--- src/rtl/data_mem_access_if.sv ---
`timescale 1ns/1ps
`default_nettype none
// ============================================================================
//  Module   : data_mem_access_if
//  Brief    : Bundles the execute-side request, data-memory bus and
//             writeback-side result signals of the memory-access stage.
//  Revision : 1.0  initial release
// ============================================================================
interface data_mem_access_if;
    // Execute -> stage
    logic        req_valid;
    logic        req_ready;
    logic        MemRead;
    logic        MemWrite;
    logic        MemtoReg_in;
    logic        xfer_byte;
    logic [63:0] alu_addr;
    logic [63:0] store_data;
    // Stage <-> data memory
    logic        mem_req;
    logic        mem_we;
    logic [63:0] mem_addr;
    logic [63:0] mem_wdata;
    logic [7:0]  mem_be;
    logic        mem_ack;
    logic [63:0] mem_rdata;
    // Stage -> writeback
    logic        wb_valid;
    logic        wb_ready;
    logic        MemtoReg;
    logic [63:0] dm_read_data;
    logic [63:0] dm_address;
    logic        mem_err;

    // The stage itself
    modport slave (
        input  req_valid, MemRead, MemWrite, MemtoReg_in, xfer_byte,
        input  alu_addr, store_data, mem_ack, mem_rdata, wb_ready,
        output req_ready, mem_req, mem_we, mem_addr, mem_wdata, mem_be,
        output wb_valid, MemtoReg, dm_read_data, dm_address, mem_err
    );

    // The environment driving the stage (execute, memory and writeback)
    modport master (
        output req_valid, MemRead, MemWrite, MemtoReg_in, xfer_byte,
        output alu_addr, store_data, mem_ack, mem_rdata, wb_ready,
        input  req_ready, mem_req, mem_we, mem_addr, mem_wdata, mem_be,
        input  wb_valid, MemtoReg, dm_read_data, dm_address, mem_err
    );
endinterface
`default_nettype wire

--- src/rtl/data_mem_access.sv ---
`timescale 1ns/1ps
`default_nettype none
// ============================================================================
//  Module   : data_mem_access
//  Brief    : Memory-access pipeline stage. Accepts one op at a time, runs a
//             req/ack transaction with data memory for loads/stores, and hands
//             the load data and ALU result to writeback.
//  Revision : 1.0  initial release
// ============================================================================
module data_mem_access #(
    parameter int unsigned TIMEOUT = 255
) (
    input  wire logic          clk,
    input  wire logic          rst_n,
    data_mem_access_if.slave   bus
);

    localparam logic [7:0] C_TIMEOUT = 8'(TIMEOUT);

    typedef enum logic [1:0] {
        IDLE   = 2'd0,
        ACCESS = 2'd1,
        RESP   = 2'd2
    } state_t;

    state_t      state_q,        state_d;
    logic [7:0]  cnt_q,          cnt_d;
    logic        is_load_q,      is_load_d;
    logic        is_byte_q,      is_byte_d;
    logic [2:0]  lane_q,         lane_d;
    logic        mem_we_q,       mem_we_d;
    logic [63:0] mem_addr_q,     mem_addr_d;
    logic [63:0] mem_wdata_q,    mem_wdata_d;
    logic [7:0]  mem_be_q,       mem_be_d;
    logic        memtoreg_q,     memtoreg_d;
    logic [63:0] dm_read_data_q, dm_read_data_d;
    logic [63:0] dm_address_q,   dm_address_d;
    logic        mem_err_q,      mem_err_d;

    logic [63:0] w_rdata_shifted;
    logic [7:0]  w_cnt_inc;

    // Selected byte lane of the returned doubleword sits in bits [7:0]
    assign w_rdata_shifted = bus.mem_rdata >> {lane_q, 3'b000};
    assign w_cnt_inc       = cnt_q + 8'd1;

    // Next-state and result computation for the three-state access FSM
    always_comb begin
        state_d        = state_q;
        cnt_d          = cnt_q;
        is_load_d      = is_load_q;
        is_byte_d      = is_byte_q;
        lane_d         = lane_q;
        mem_we_d       = mem_we_q;
        mem_addr_d     = mem_addr_q;
        mem_wdata_d    = mem_wdata_q;
        mem_be_d       = mem_be_q;
        memtoreg_d     = memtoreg_q;
        dm_read_data_d = dm_read_data_q;
        dm_address_d   = dm_address_q;
        mem_err_d      = mem_err_q;

        case (state_q)
            IDLE: begin
                if (bus.req_valid) begin
                    dm_address_d   = bus.alu_addr;
                    memtoreg_d     = bus.MemtoReg_in;
                    dm_read_data_d = 64'd0;
                    cnt_d          = 8'd0;
                    state_d        = RESP;
                    if (bus.MemRead && bus.MemWrite) begin
                        // Contradictory op: abort without touching memory
                        mem_err_d = 1'b1;
                    end else if (!bus.MemRead && !bus.MemWrite) begin
                        // ALU op: result forwarded as dm_address only
                        mem_err_d = 1'b0;
                    end else if (!bus.xfer_byte && (bus.alu_addr[2:0] != 3'd0)) begin
                        // Doubleword access must be naturally aligned
                        mem_err_d = 1'b1;
                    end else begin
                        mem_err_d  = 1'b0;
                        state_d    = ACCESS;
                        is_load_d  = bus.MemRead;
                        is_byte_d  = bus.xfer_byte;
                        lane_d     = bus.alu_addr[2:0];
                        mem_we_d   = bus.MemWrite;
                        mem_addr_d = {bus.alu_addr[63:3], 3'b000};
                        if (bus.xfer_byte) begin
                            mem_be_d    = 8'h01 << bus.alu_addr[2:0];
                            mem_wdata_d = {8{bus.store_data[7:0]}};
                        end else begin
                            mem_be_d    = 8'hFF;
                            mem_wdata_d = bus.store_data;
                        end
                    end
                end
            end

            ACCESS: begin
                if (bus.mem_ack) begin
                    // Ack wins even on the cycle the timeout would expire
                    state_d = RESP;
                    if (!is_load_q) begin
                        dm_read_data_d = 64'd0;
                    end else if (is_byte_q) begin
                        dm_read_data_d = {56'd0, w_rdata_shifted[7:0]};
                    end else begin
                        dm_read_data_d = bus.mem_rdata;
                    end
                end else begin
                    cnt_d = w_cnt_inc;
                    if (w_cnt_inc == C_TIMEOUT) begin
                        state_d        = RESP;
                        mem_err_d      = 1'b1;
                        dm_read_data_d = 64'd0;
                    end
                end
            end

            RESP: begin
                if (bus.wb_ready) begin
                    state_d   = IDLE;
                    mem_err_d = 1'b0;
                    cnt_d     = 8'd0;
                end
            end

            default: begin
                state_d = IDLE;
            end
        endcase
    end

    // State and datapath registers; reset clears everything immediately
    always_ff @(posedge clk or negedge rst_n) begin
        if (!rst_n) begin
            state_q        <= IDLE;
            cnt_q          <= 8'd0;
            is_load_q      <= 1'b0;
            is_byte_q      <= 1'b0;
            lane_q         <= 3'd0;
            mem_we_q       <= 1'b0;
            mem_addr_q     <= 64'd0;
            mem_wdata_q    <= 64'd0;
            mem_be_q       <= 8'd0;
            memtoreg_q     <= 1'b0;
            dm_read_data_q <= 64'd0;
            dm_address_q   <= 64'd0;
            mem_err_q      <= 1'b0;
        end else begin
            state_q        <= state_d;
            cnt_q          <= cnt_d;
            is_load_q      <= is_load_d;
            is_byte_q      <= is_byte_d;
            lane_q         <= lane_d;
            mem_we_q       <= mem_we_d;
            mem_addr_q     <= mem_addr_d;
            mem_wdata_q    <= mem_wdata_d;
            mem_be_q       <= mem_be_d;
            memtoreg_q     <= memtoreg_d;
            dm_read_data_q <= dm_read_data_d;
            dm_address_q   <= dm_address_d;
            mem_err_q      <= mem_err_d;
        end
    end

    // Handshake outputs decode straight from the state register so an
    // asynchronous reset withdraws mem_req/wb_valid without a clock edge
    assign bus.req_ready    = (state_q == IDLE);
    assign bus.mem_req      = (state_q == ACCESS);
    assign bus.wb_valid     = (state_q == RESP);
    assign bus.mem_we       = mem_we_q;
    assign bus.mem_addr     = mem_addr_q;
    assign bus.mem_wdata    = mem_wdata_q;
    assign bus.mem_be       = mem_be_q;
    assign bus.MemtoReg     = memtoreg_q;
    assign bus.dm_read_data = dm_read_data_q;
    assign bus.dm_address   = dm_address_q;
    assign bus.mem_err      = mem_err_q;

endmodule
`default_nettype wire
--- src/flat_wrapper.sv ---
// flat-port wrapper written by rule: the top's interface ports become plain ports
module data_mem_access_flat 
#(
    parameter int unsigned TIMEOUT = 255
)
  (clk, rst_n, bus_req_valid, bus_MemRead, bus_MemWrite, bus_MemtoReg_in, bus_xfer_byte, bus_alu_addr, bus_store_data, bus_mem_ack, bus_mem_rdata, bus_wb_ready, bus_req_ready, bus_mem_req, bus_mem_we, bus_mem_addr, bus_mem_wdata, bus_mem_be, bus_wb_valid, bus_MemtoReg, bus_dm_read_data, bus_dm_address, bus_mem_err);
  data_mem_access_if bus_i ();
  input  wire logic clk;
  input  wire logic rst_n;
  input wire logic [$bits(bus_i.req_valid)-1:0] bus_req_valid;
  input wire logic [$bits(bus_i.MemRead)-1:0] bus_MemRead;
  input wire logic [$bits(bus_i.MemWrite)-1:0] bus_MemWrite;
  input wire logic [$bits(bus_i.MemtoReg_in)-1:0] bus_MemtoReg_in;
  input wire logic [$bits(bus_i.xfer_byte)-1:0] bus_xfer_byte;
  input wire logic [$bits(bus_i.alu_addr)-1:0] bus_alu_addr;
  input wire logic [$bits(bus_i.store_data)-1:0] bus_store_data;
  input wire logic [$bits(bus_i.mem_ack)-1:0] bus_mem_ack;
  input wire logic [$bits(bus_i.mem_rdata)-1:0] bus_mem_rdata;
  input wire logic [$bits(bus_i.wb_ready)-1:0] bus_wb_ready;
  output wire logic [$bits(bus_i.req_ready)-1:0] bus_req_ready;
  output wire logic [$bits(bus_i.mem_req)-1:0] bus_mem_req;
  output wire logic [$bits(bus_i.mem_we)-1:0] bus_mem_we;
  output wire logic [$bits(bus_i.mem_addr)-1:0] bus_mem_addr;
  output wire logic [$bits(bus_i.mem_wdata)-1:0] bus_mem_wdata;
  output wire logic [$bits(bus_i.mem_be)-1:0] bus_mem_be;
  output wire logic [$bits(bus_i.wb_valid)-1:0] bus_wb_valid;
  output wire logic [$bits(bus_i.MemtoReg)-1:0] bus_MemtoReg;
  output wire logic [$bits(bus_i.dm_read_data)-1:0] bus_dm_read_data;
  output wire logic [$bits(bus_i.dm_address)-1:0] bus_dm_address;
  output wire logic [$bits(bus_i.mem_err)-1:0] bus_mem_err;
  assign bus_i.req_valid = bus_req_valid;
  assign bus_i.MemRead = bus_MemRead;
  assign bus_i.MemWrite = bus_MemWrite;
  assign bus_i.MemtoReg_in = bus_MemtoReg_in;
  assign bus_i.xfer_byte = bus_xfer_byte;
  assign bus_i.alu_addr = bus_alu_addr;
  assign bus_i.store_data = bus_store_data;
  assign bus_i.mem_ack = bus_mem_ack;
  assign bus_i.mem_rdata = bus_mem_rdata;
  assign bus_i.wb_ready = bus_wb_ready;
  assign bus_req_ready = bus_i.req_ready;
  assign bus_mem_req = bus_i.mem_req;
  assign bus_mem_we = bus_i.mem_we;
  assign bus_mem_addr = bus_i.mem_addr;
  assign bus_mem_wdata = bus_i.mem_wdata;
  assign bus_mem_be = bus_i.mem_be;
  assign bus_wb_valid = bus_i.wb_valid;
  assign bus_MemtoReg = bus_i.MemtoReg;
  assign bus_dm_read_data = bus_i.dm_read_data;
  assign bus_dm_address = bus_i.dm_address;
  assign bus_mem_err = bus_i.mem_err;
  data_mem_access #(.TIMEOUT(TIMEOUT)) u_core (.clk(clk), .rst_n(rst_n), .bus(bus_i));
endmodule
--- config.mk ---
export PLATFORM = sky130hd
export DESIGN_NAME = data_mem_access_flat
export DESIGN_NICKNAME = d
export VERILOG_FILES = /design/src/rtl/data_mem_access_if.sv /design/src/rtl/data_mem_access.sv /design/src/flat_wrapper.sv
export SDC_FILE = /design/constraint.sdc
export NUM_CORES = 1
export LEC_CHECK = 0
export ABC_AREA = 1
export BUFFER_PORTS_ARGS = -buffer_cell sky130_fd_sc_hd__buf_4
export CAP_MARGIN = 20
export CORE_AREA = 10 10 177 179
export DETAILED_ROUTE_END_ITERATION = 7
export DIE_AREA = 0 0 187 189
export PLACE_DENSITY = 0.73
export SYNTH_ARGS = -nofsm -noshare
export SYNTH_HDL_FRONTEND = slang
export SYNTH_SLANG_ARGS = --single-unit
--- constraint.sdc ---
create_clock -name clk -period 4.6 [get_ports clk]
set_input_delay 1.15 -clock clk [delete_from_list [all_inputs] [get_ports clk]]
set_output_delay 1.15 -clock clk [all_outputs]
set_load 0.05 [all_outputs]
# Yosys cells after proc, flatten, opt, wreduce, memory -nomap -nowiden
# Cells that the tools add are included.
# totals
input_bits,201
regBits,279
word_cells,71
out_inout_bits,270
# classes
bitwise,3
addsub,1
mux,28
shifts,2
eq_ne,8
reduce_logical,16
# op_table
cell,count
64-bit 2-to-1 mux,6
64-bit one-hot mux with 2 select lines,1
64-bit by 6-bit right shift with 8-bit output,1
8-bit 2-to-1 mux,4
8-bit one-hot mux with 3 select lines,1
2-bit 2-to-1 mux,7
5-bit AND reduction,2
"8-bit by 1-bit adder with 8-bit output, second input constant",1
"8-bit == test, second input constant",1
"1-bit by 3-bit << shifter with 8-bit output, first input constant",1
1-bit 2-to-1 mux,7
"2-bit inequality test, second input constant",3
2-bit one-hot mux with 3 select lines,1
3-bit AND reduction,2
3-bit nonzero test,2
4-bit AND reduction,1
1-bit logical AND,3
1-bit logical NOT,3
"3-bit by 2-bit inequality test with 1-bit output, second input constant",1
1-bit NOT,3
1-bit one-hot mux with 3 select lines,1
"2-bit by 1-bit == test with 1-bit output, second input constant",1
"2-bit == test, second input constant",1
2-bit logical NOT,1
other kinds (3),3

# Logic depth before layout (Yosys ltp)
# Gate-level depths: netlist (run 1).
# logic_depth
ltp_word,7
mapped_depth,12
ltp_nobuf,11

# Worst setup path before layout (run 1)
# Ideal clock, no wire load.
# synth_path
path_kind,input-to-reg
from,in bus_MemWrite
to,reg u_core.mem_wdata_q[42] (netlist: u_core.bus.mem_wdata[42])
t_arrival_ps,2243
setup_ps,131
required_time_ps,4469
setup_slack_ps,2226
path_stages,9
path_buffers,2
cell_sequence,inv_1 > ha_1 > inv_1 > nor2_1 > o21ai_2 > inv_1 > buf_2 > buf_2 > a31oi_1
# synth_via
elab_chain_cells,4
elab_cells_between_ends,6
classes_between,bitwise: 2; reduce/logical: 4
# synth_rtl
element,line_no,source
from (decl),flat_wrapper.sv:12,input wire logic [$bits(bus_i.MemWrite)-1:0] bus_MemWrite;
1-bit logical NOT,data_mem_access.sv:74,end else if (!bus.MemRead && !bus.MemWrite) begin
1-bit logical AND,data_mem_access.sv:74,
1-bit NOT (no line),-,
5-bit AND reduction (no line) *,-,
to (signal assigned),data_mem_access.sv:158,mem_wdata_q <= mem_wdata_d;
to (decl),data_mem_access.sv:33,"logic [63:0] mem_wdata_q, mem_wdata_d;"
# Mark *: on every way between the ends. The rest lies on a longest branch, timed or not.
# A chain may end at the register's enable or synchronous reset.

# Worst setup path after layout (run 1)
# layout_path
from,reg u_core.cnt_q[1]
to,reg u_core.dm_read_data_q[58] (netlist: u_core.bus.dm_read_data[58])
# layout_via
elab_chain_cells,4
# layout_rtl
element,line_no,source
from (decl),data_mem_access.sv:27,"logic [7:0] cnt_q, cnt_d;"
from (signal assigned),data_mem_access.sv:152,cnt_q <= cnt_d;
8-bit by 1-bit adder with 8-bit output,data_mem_access.sv:45,assign w_cnt_inc = cnt_q + 8'd1;
8-bit == test,data_mem_access.sv:112,if (w_cnt_inc == C_TIMEOUT) begin
3-bit by 2-bit inequality test with 1-bit output (no line),-,
3-bit AND reduction (no line),-,
to (signal assigned),data_mem_access.sv:161,dm_read_data_q <= dm_read_data_d;
to (decl),data_mem_access.sv:36,"logic [63:0] dm_read_data_q, dm_read_data_d;"
# No other way between the ends.

==> flow_metrics.tcl, run 1 <==
set metrics [dict create \
    clkTransAtPathRegs_ns 0.06 \
    total_leakage_power_nw 9.110 \
    synth.mux.area_fraction_pct 0.09276 \
    dominant_cell_type_by_area_after_synthesis "dfrtp_1" \
    grt_pass1_wl_mm 67.05 \
    dp.final_hpwl_mm 33.25 \
    synthSimpleGateAreaFrac_pct 21.85 \
    run_status "complete, no violations" \
    synth.yosys.seq_area_share_pct 57.51 \
    die-height_um 189 \
    cts-resized-gates 0 \
    critPathKind "reg -> reg" \
    arrival_ns 3.45 \
    cellPowerDensity_nw_per_um2 798.9 \
    final.setup.tns_ns 0 \
    clock-root-buffer "clkbuf_16" \
    r2r-end "u_core.bus.dm_read_data[58]" \
    routed_via_density 4.985 \
    die_area_um2 35340 \
    layout_fillers 2398 \
    synth_edf_count 0 \
    postSynth.topFlopCell "dfrtp_1" \
    hold_crit_path_type "reg -> reg" \
    tritoncts "done" \
    antenna_left 0 \
    cts_inserted_buffers 30 \
    regToRegSetupSlack_ns 1.58 \
    placedInstanceArea_um2 15890 \
    floorplan.die.width_um 187 \
    finish.instance_area_um2 16960 \
    ys_warns 0 \
    postSynthCellCount 1442 \
    dominant_combinational_cell_family_by_area_after_synthesis "simple AND/OR/NAND/NOR gates" \
    min_period_over_period_pct 65.68 \
    cts_max_path_buffers 3 \
    timing.max_slew.rel_slack_pct 33.46 \
    critPathLaunchType "flip-flop" \
    report.final.setup_viol 0 \
    clock-skew-final_ns 0.009764 \
    drt-total-wl_mm 44.30 \
    clk-insertion-delay-late_ns 0.55 \
    ctsHoldBuffers 0 \
    fp.coreArea_um2 27630 \
    worst-path-max-fanout 68 \
    timing.reg2reg.worst_path_depth 12 \
    critical_path.endpoint_type "flip-flop" \
    gp_congestion 0.8957 \
    yosys_register_bits 279 \
    antenna_found_initial 5 \
    h-tree-depth 1 \
    count_of_buffers_added_by_post_cts_timing_repair_for_setup 0 \
    synthDominantCellAreaShare_pct 57.51 \
    first_global_vias 11334 \
    netlist-cell-type-count 29 \
    ir_drop_v 0.0006081 \
    worst-endpoint-required_ns 5.03 \
    maxCapViolCount 0 \
    layout.nets 2078 \
    route.vias.total 11332 \
    drive_above_1_share_pct 28.75 \
    num_io_pins 471 \
    synth_most_common_cell "nand2_1" \
    xor_xnor_portion_of_the_synthesized_cell_area_pct 0 \
    synthesized_area_fraction_occupied_by_ao_oa_aoi_and_oai_cells_pct 11.67 \
    dr.pass1.iters 5 \
    synth_commonest_cells "nand2_1 (417), dfrtp_1 (279), o21ai_0 (147), inv_1 (146), nor2_1 (133)" \
    initial_core_util_pct 43.94 \
    synth-adder-area-share_pct 0.8246 \
    achievable_freq_mhz 331.0 \
    initialDrtViolationCount 1167 \
    area.growth.synth_to_final_pct 39.74 \
    worst_r2r_startpoint "u_core.cnt_q[1]" \
    grt_overflow_total 0 \
    worstMarginPinSlew_ns 0.9981 \
    hold_violations 0 \
    slew_viol_final 0 \
    synth.area.top_cells "dfrtp_1 (58%), nand2_1 (13%), o21ai_0 (6.1%), inv_1 (4.5%), nand3_1 (4.3%)" \
    cp-startpoint "u_core.cnt_q[1]" \
    drt_drc_violations_left 0 \
    io_buffer_count 467 \
    synth-async-reset-ratio_pct 100.0 \
    rsz0062_at_grt "no" \
    placement_rows 61 \
    critical_path.endpoint "u_core.bus.dm_read_data[58]" \
    grt_start_max_net_pins 114 \
    min_period_ns 3.021 \
    synth.cell_area_um2 12140 \
    syn_area_per_cell_um2 8.418 \
    post_drt_wl_per_cell_um 19.49 \
    grt_usage_pct 23.96 \
    cts.sinks 279 \
]
layout make-up:
cell class	instances	area, µm²	share of cell area [%]
diodes	3	7.507	0.04425
clock buffers	41	853.3	5.030
clock inverters	14	209.0	1.232
inverters	146	549.3	3.238
multi-input cells	929	4218	24.86
flip-flops and latches	279	6983	41.16
well taps	378	473.0	2.788
repair buffers	483	3671	21.64
stage by stage:
stage,power (mW),util [%],instances,worst slack [ns],hold slack (ns)
2_1_floorplan,8.570,-,1444,2.226,0.4537
3_3_place_gp,10.93,57.53,2215,1.264,0.4545
3_5_place_dp,11.02,57.53,2215,1.170,0.4597
4_1_cts,13.66,61.37,2270,1.581,0.4744
5_1_grt,14.22,61.40,2273,1.347,0.4900
6_report,13.55,61.40,2273,1.579,0.4703
routing by layer:
layer  global-route usage [%]  vias up  wire length [µm]
met5                        0        -                20
met4                    8.033        4              1457
met3                    10.24       83              5065
met2                    41.01      486             21750
met1                    26.31     5302             16000
li1                         -     5457                 -
placed cells by master, fill, tap and decap left out:
| cell | netlist | layout |
|---|---|---|
| nor3_1 | 2 | 2 |
| clkinv_2 | 0 | 5 |
| o21ai_1 | 1 | 1 |
| buf_8 | 0 | 1 |
| clkbuf_1 | 43 | 6 |
| a21oi_1 | 16 | 15 |
| dfrtp_2 | 0 | 1 |
| o21ai_0 | 147 | 147 |
| nor2_1 | 133 | 133 |
| nand2_1 | 417 | 416 |
| buf_4 | 4 | 479 |
| o21ai_4 | 0 | 1 |
| nand2_2 | 1 | 1 |
| inv_6 | 0 | 1 |
| clkinvlp_4 | 0 | 4 |
| a22oi_1 | 1 | 1 |
| a21oi_4 | 0 | 1 |
| dfrtp_1 | 279 | 278 |
| o21bai_1 | 2 | 2 |
| inv_1 | 146 | 145 |
| a22o_1 | 1 | 1 |
| buf_12 | 0 | 3 |
| nand3_1 | 105 | 105 |
| nand2_4 | 1 | 2 |
| nand3_2 | 1 | 1 |
| o211ai_1 | 24 | 24 |
| conb_1 | 1 | 3 |
| o22ai_1 | 4 | 4 |
| bufinv_16 | 0 | 5 |
| ha_1 | 8 | 8 |
| nor4_1 | 1 | 1 |
| a31oi_1 | 56 | 56 |
| clkbuf_8 | 0 | 4 |
| clkbuf_16 | 0 | 31 |
| diode_2 | 0 | 3 |
| nor2_2 | 3 | 3 |
| mux2_2 | 1 | 1 |
flip-flops by register name, indices dropped and copies added (netlist names):
register                 count
u_core.bus.mem_addr         61
u_core.bus.dm_address       64
u_core.is_byte_q             1
u_core.bus.MemtoReg          1
u_core.state_q               2
u_core.is_load_q             1
u_core.cnt_q                 8
u_core.bus.dm_read_data     64
u_core.bus.mem_be            8
u_core.lane_q                3
u_core.bus.mem_err           1
u_core.bus.mem_wdata        64
u_core.bus.mem_we            1
report_power, final:
part	switching [mW]	leakage, nW	internal [mW]
logic	5.09	5.11	1.87
clock network	1.02	0.509	1.58
registers	0.637	3.49	3.36
total	6.74	9.11	6.81
worst max-delay path: stages (launching register included):
cell and delay (ns):
dfrtp_1 0.42, ha_1 0.23, nand2_1 0.09, inv_1 0.04
nor2_1 0.12, nand3_1 0.09, nor2_1 0.13, nand3_2 0.12
nand2_4 0.53, nand2_2 0.57, buf_4 0.39, nand2_1 0.08
nand2_1 0.05
worst min-delay path by stage:
stage / startpoint / end / slack [ns] / cells past startpoint
after floorplan: u_core.is_load_q / u_core.is_load_q / 0.45 / 2
after global placement: u_core.bus.dm_read_data[40] / u_core.bus.dm_read_data[40] / 0.45 / 2
after detailed placement: u_core.bus.dm_read_data[27] / u_core.bus.dm_read_data[27] / 0.46 / 2
after CTS: u_core.bus.dm_read_data[16] / u_core.bus.dm_read_data[16] / 0.47 / 2
after global routing: u_core.bus.dm_read_data[39] / u_core.bus.dm_read_data[39] / 0.49 / 2
final: u_core.bus.dm_read_data[40] / u_core.bus.dm_read_data[40] / 0.47 / 2
cell families (layout without fill, tap and decap cells):
| family | count (synthesis) | in the layout |
|---|---|---|
| muxes | 1 | 1 |
| AOI/OAI and AO/OA | 253 | 253 |
| and+or+nand+nor | 664 | 664 |
| adders and majority gates | 8 | 8 |
| buffers and inverters | 236 | 684 |
| other | 1 | 6 |
| DFF | 279 | 279 |
Power figures use the tool's default switching activity.
==> run 2, diff against run 1 <==
--- a/config.mk
+++ b/config.mk
@@ -8,10 +8,10 @@
 export ABC_AREA = 1
 export BUFFER_PORTS_ARGS = -buffer_cell sky130_fd_sc_hd__buf_4
 export CAP_MARGIN = 20
-export CORE_AREA = 10 10 177 179
+export CORE_AREA = 10 10 174 176
 export DETAILED_ROUTE_END_ITERATION = 7
-export DIE_AREA = 0 0 187 189
-export PLACE_DENSITY = 0.73
+export DIE_AREA = 0 0 184 186
+export PLACE_DENSITY = 0.75
 export SYNTH_ARGS = -nofsm -noshare
 export SYNTH_HDL_FRONTEND = slang
 export SYNTH_SLANG_ARGS = --single-unit
==> constraint.sdc (replaced) <==
create_clock -name clk -period 2.78 [get_ports clk]
set_input_delay 0.695 -clock clk [delete_from_list [all_inputs] [get_ports clk]]
set_output_delay 0.695 -clock clk [all_outputs]
set_load 0.05 [all_outputs]
==> flow_metrics.tcl, run 2 (same netlist as run 1, synthesis figures left out) <==
set metrics [dict create \
    ctsHoldBuffers 0 \
    fp.coreArea_um2 26730 \
    placement_rows 60 \
    hold_violations 0 \
    family_with_the_most_delay_on_the_worst_path "simple AND/OR/NAND/NOR gates" \
    grt_overflow_total 0 \
    final_core_utilization_pct 63.92 \
    worst-path-buf-inv 3 \
    drt-total-wl_mm 44.33 \
    worst-endpoint-required_ns 3.27 \
    antenna_found_initial 0 \
    num_io_pins 471 \
    finish.instance_area_um2 17080 \
    first_global_vias 11518 \
    maxCapViolCount 0 \
    min_period_ns 2.295 \
    worstMarginPinSlew_ns 0.6384 \
    area.growth.synth_to_final_pct 40.72 \
    final.setup.tns_ns 0 \
    layout.nets 2090 \
    ir_drop_v 0.001131 \
    tritoncts "done" \
    run_status "complete, no violations" \
    floorplan.die.width_um 184 \
    hold_crit_path_type "in -> async" \
    min_period_over_period_pct 82.55 \
    grt_start_max_net_pins 130 \
    critPathMaxStageDelay_ns 0.41 \
    antenna_left 0 \
    cts.sinks 279 \
    drive_above_1_share_pct 29.01 \
    slew_viol_final 0 \
    crit_chain "inv_1 -> ha_1 -> nand3_1 -> nor2_2 -> inv_1 -> buf_12 -> nor2_1 -> nand3_1 -> nand2_1" \
    critPathLaunchType "flip-flop" \
    initial_core_util_pct 45.42 \
    cts_max_path_buffers 3 \
    grt_usage_pct 24.83 \
    arrival_ns 2.78 \
    post_drt_wl_per_cell_um 19.75 \
    drt_drc_violations_left 0 \
    timing.max_slew.rel_slack_pct 57.44 \
    clk-insertion-delay-late_ns 0.55 \
    critical_path.endpoint_type "flip-flop" \
    count_of_buffers_added_by_post_cts_timing_repair_for_setup 0 \
    worst_hold_slack_ns 0.1269 \
    totalPowerFinal_mw 22.44 \
    critPathKind "reg -> reg" \
    worst-path-max-fanout 37 \
    die-height_um 186 \
    clkTransAtPathRegs_ns 0.06 \
    cts_inserted_buffers 30 \
    routed_via_density 5.127 \
    achievable_freq_mhz 435.7 \
    h-tree-depth 1 \
    cellPowerDensity_nw_per_um2 1314 \
    clock-root-buffer "clkbuf_16" \
    num_antenna_cells 0 \
    layout_fillers 2216 \
    clock-skew-final_ns 0.01019 \
    most_common_library_cell_in_the_layout_ignoring_fill_and_taps "buf_4" \
    cpMaxStageDelayCell "dfrtp_1" \
    cts-resized-gates 0 \
    grt_pass1_wl_mm 66.72 \
    placedInstanceArea_um2 16060 \
    report.final.setup_viol 0 \
    route.vias.total 11505 \
    gp_congestion 0.9197 \
    die_area_um2 34220 \
    dr.pass1.iters 5 \
    io_buffer_count 467 \
    most-common-layout-cells "buf_4 (481), nand2_1 (416), dfrtp_1 (278)" \
    rsz0062_at_grt "no" \
    initialDrtViolationCount 1168 \
    dp.final_hpwl_mm 33.57 \
    total_leakage_power_nw 9.205 \
]
==> run 2: power by group <==
| group | leakage [nW] | internal, mW | total (mW) | switching, mW |
|---|---|---|---|---|
| logic | 5.21 | 3.21 | 11.8 | 8.59 |
| registers | 3.49 | 5.57 | 6.54 | 0.975 |
| clock network | 0.497 | 2.48 | 4.10 | 1.62 |
| total | 9.20 | 11.3 | 22.4 | 11.2 |
==> run 2: per-stage QoR <==
step / setup WS (ns) / instances
after global routing: 0.2549 / 2244
after global placement: 0.4472 / 2190
after floorplan: 0.6015 / 1444
final: 0.4851 / 2244
after CTS: 0.4747 / 2244
after detailed placement: 0.3673 / 2190
==> run 2: final cells by class <==
class,instances,area [µm²],share of cell area [%]
inverter,146,549.3,3.215
sequential,279,6983,40.88
timing repair buffer,495,3886,22.75
clock buffer,50,947.2,5.545
clock inverter,4,72.57,0.4248
tap,341,426.7,2.498
multi-input combinational,929,4218,24.69
==> run 2: metal layers <==
metal  wire (µm)  track usage (%)  part of all wire [%]
met5           0                0                     0
met4        1646            9.243                   3.7
met3        4398            8.364                   9.9
met2       22090            43.01                    50
met1       16190            27.79                    37
==> run 2: worst paths after layout <==
| check | startpoint | slack (ns) | depth (start not counted) | to |
|---|---|---|---|---|
| worst max-delay path | u_core.state_q[1] | 0.49 | 9 | u_core.bus.dm_read_data[24] |
| worst min-delay path | rst_n | 0.13 | 1 | u_core.bus.dm_read_data[29] |
| worst max register to register | u_core.state_q[1] | 0.49 | 9 | u_core.bus.dm_read_data[24] |
| worst min register to register | u_core.bus.mem_err | 0.47 | 2 | u_core.bus.mem_err |
| max in group asynchronous | rst_n | 1.98 | 2 | u_core.bus.dm_address[49] |
| min in group clk | bus_store_data[4] | 0.36 | 3 | u_core.bus.mem_wdata[4] |
==> run 2: worst reg2reg max path, delay by kind of cell, from the launching register on <==
family | cells | cell delay [ns]
adders and majority gates | 1 | 0.25
and+or+nand+nor | 5 | 0.90
buffers and inverters | 3 | 0.68
DFF | 1 | 0.41
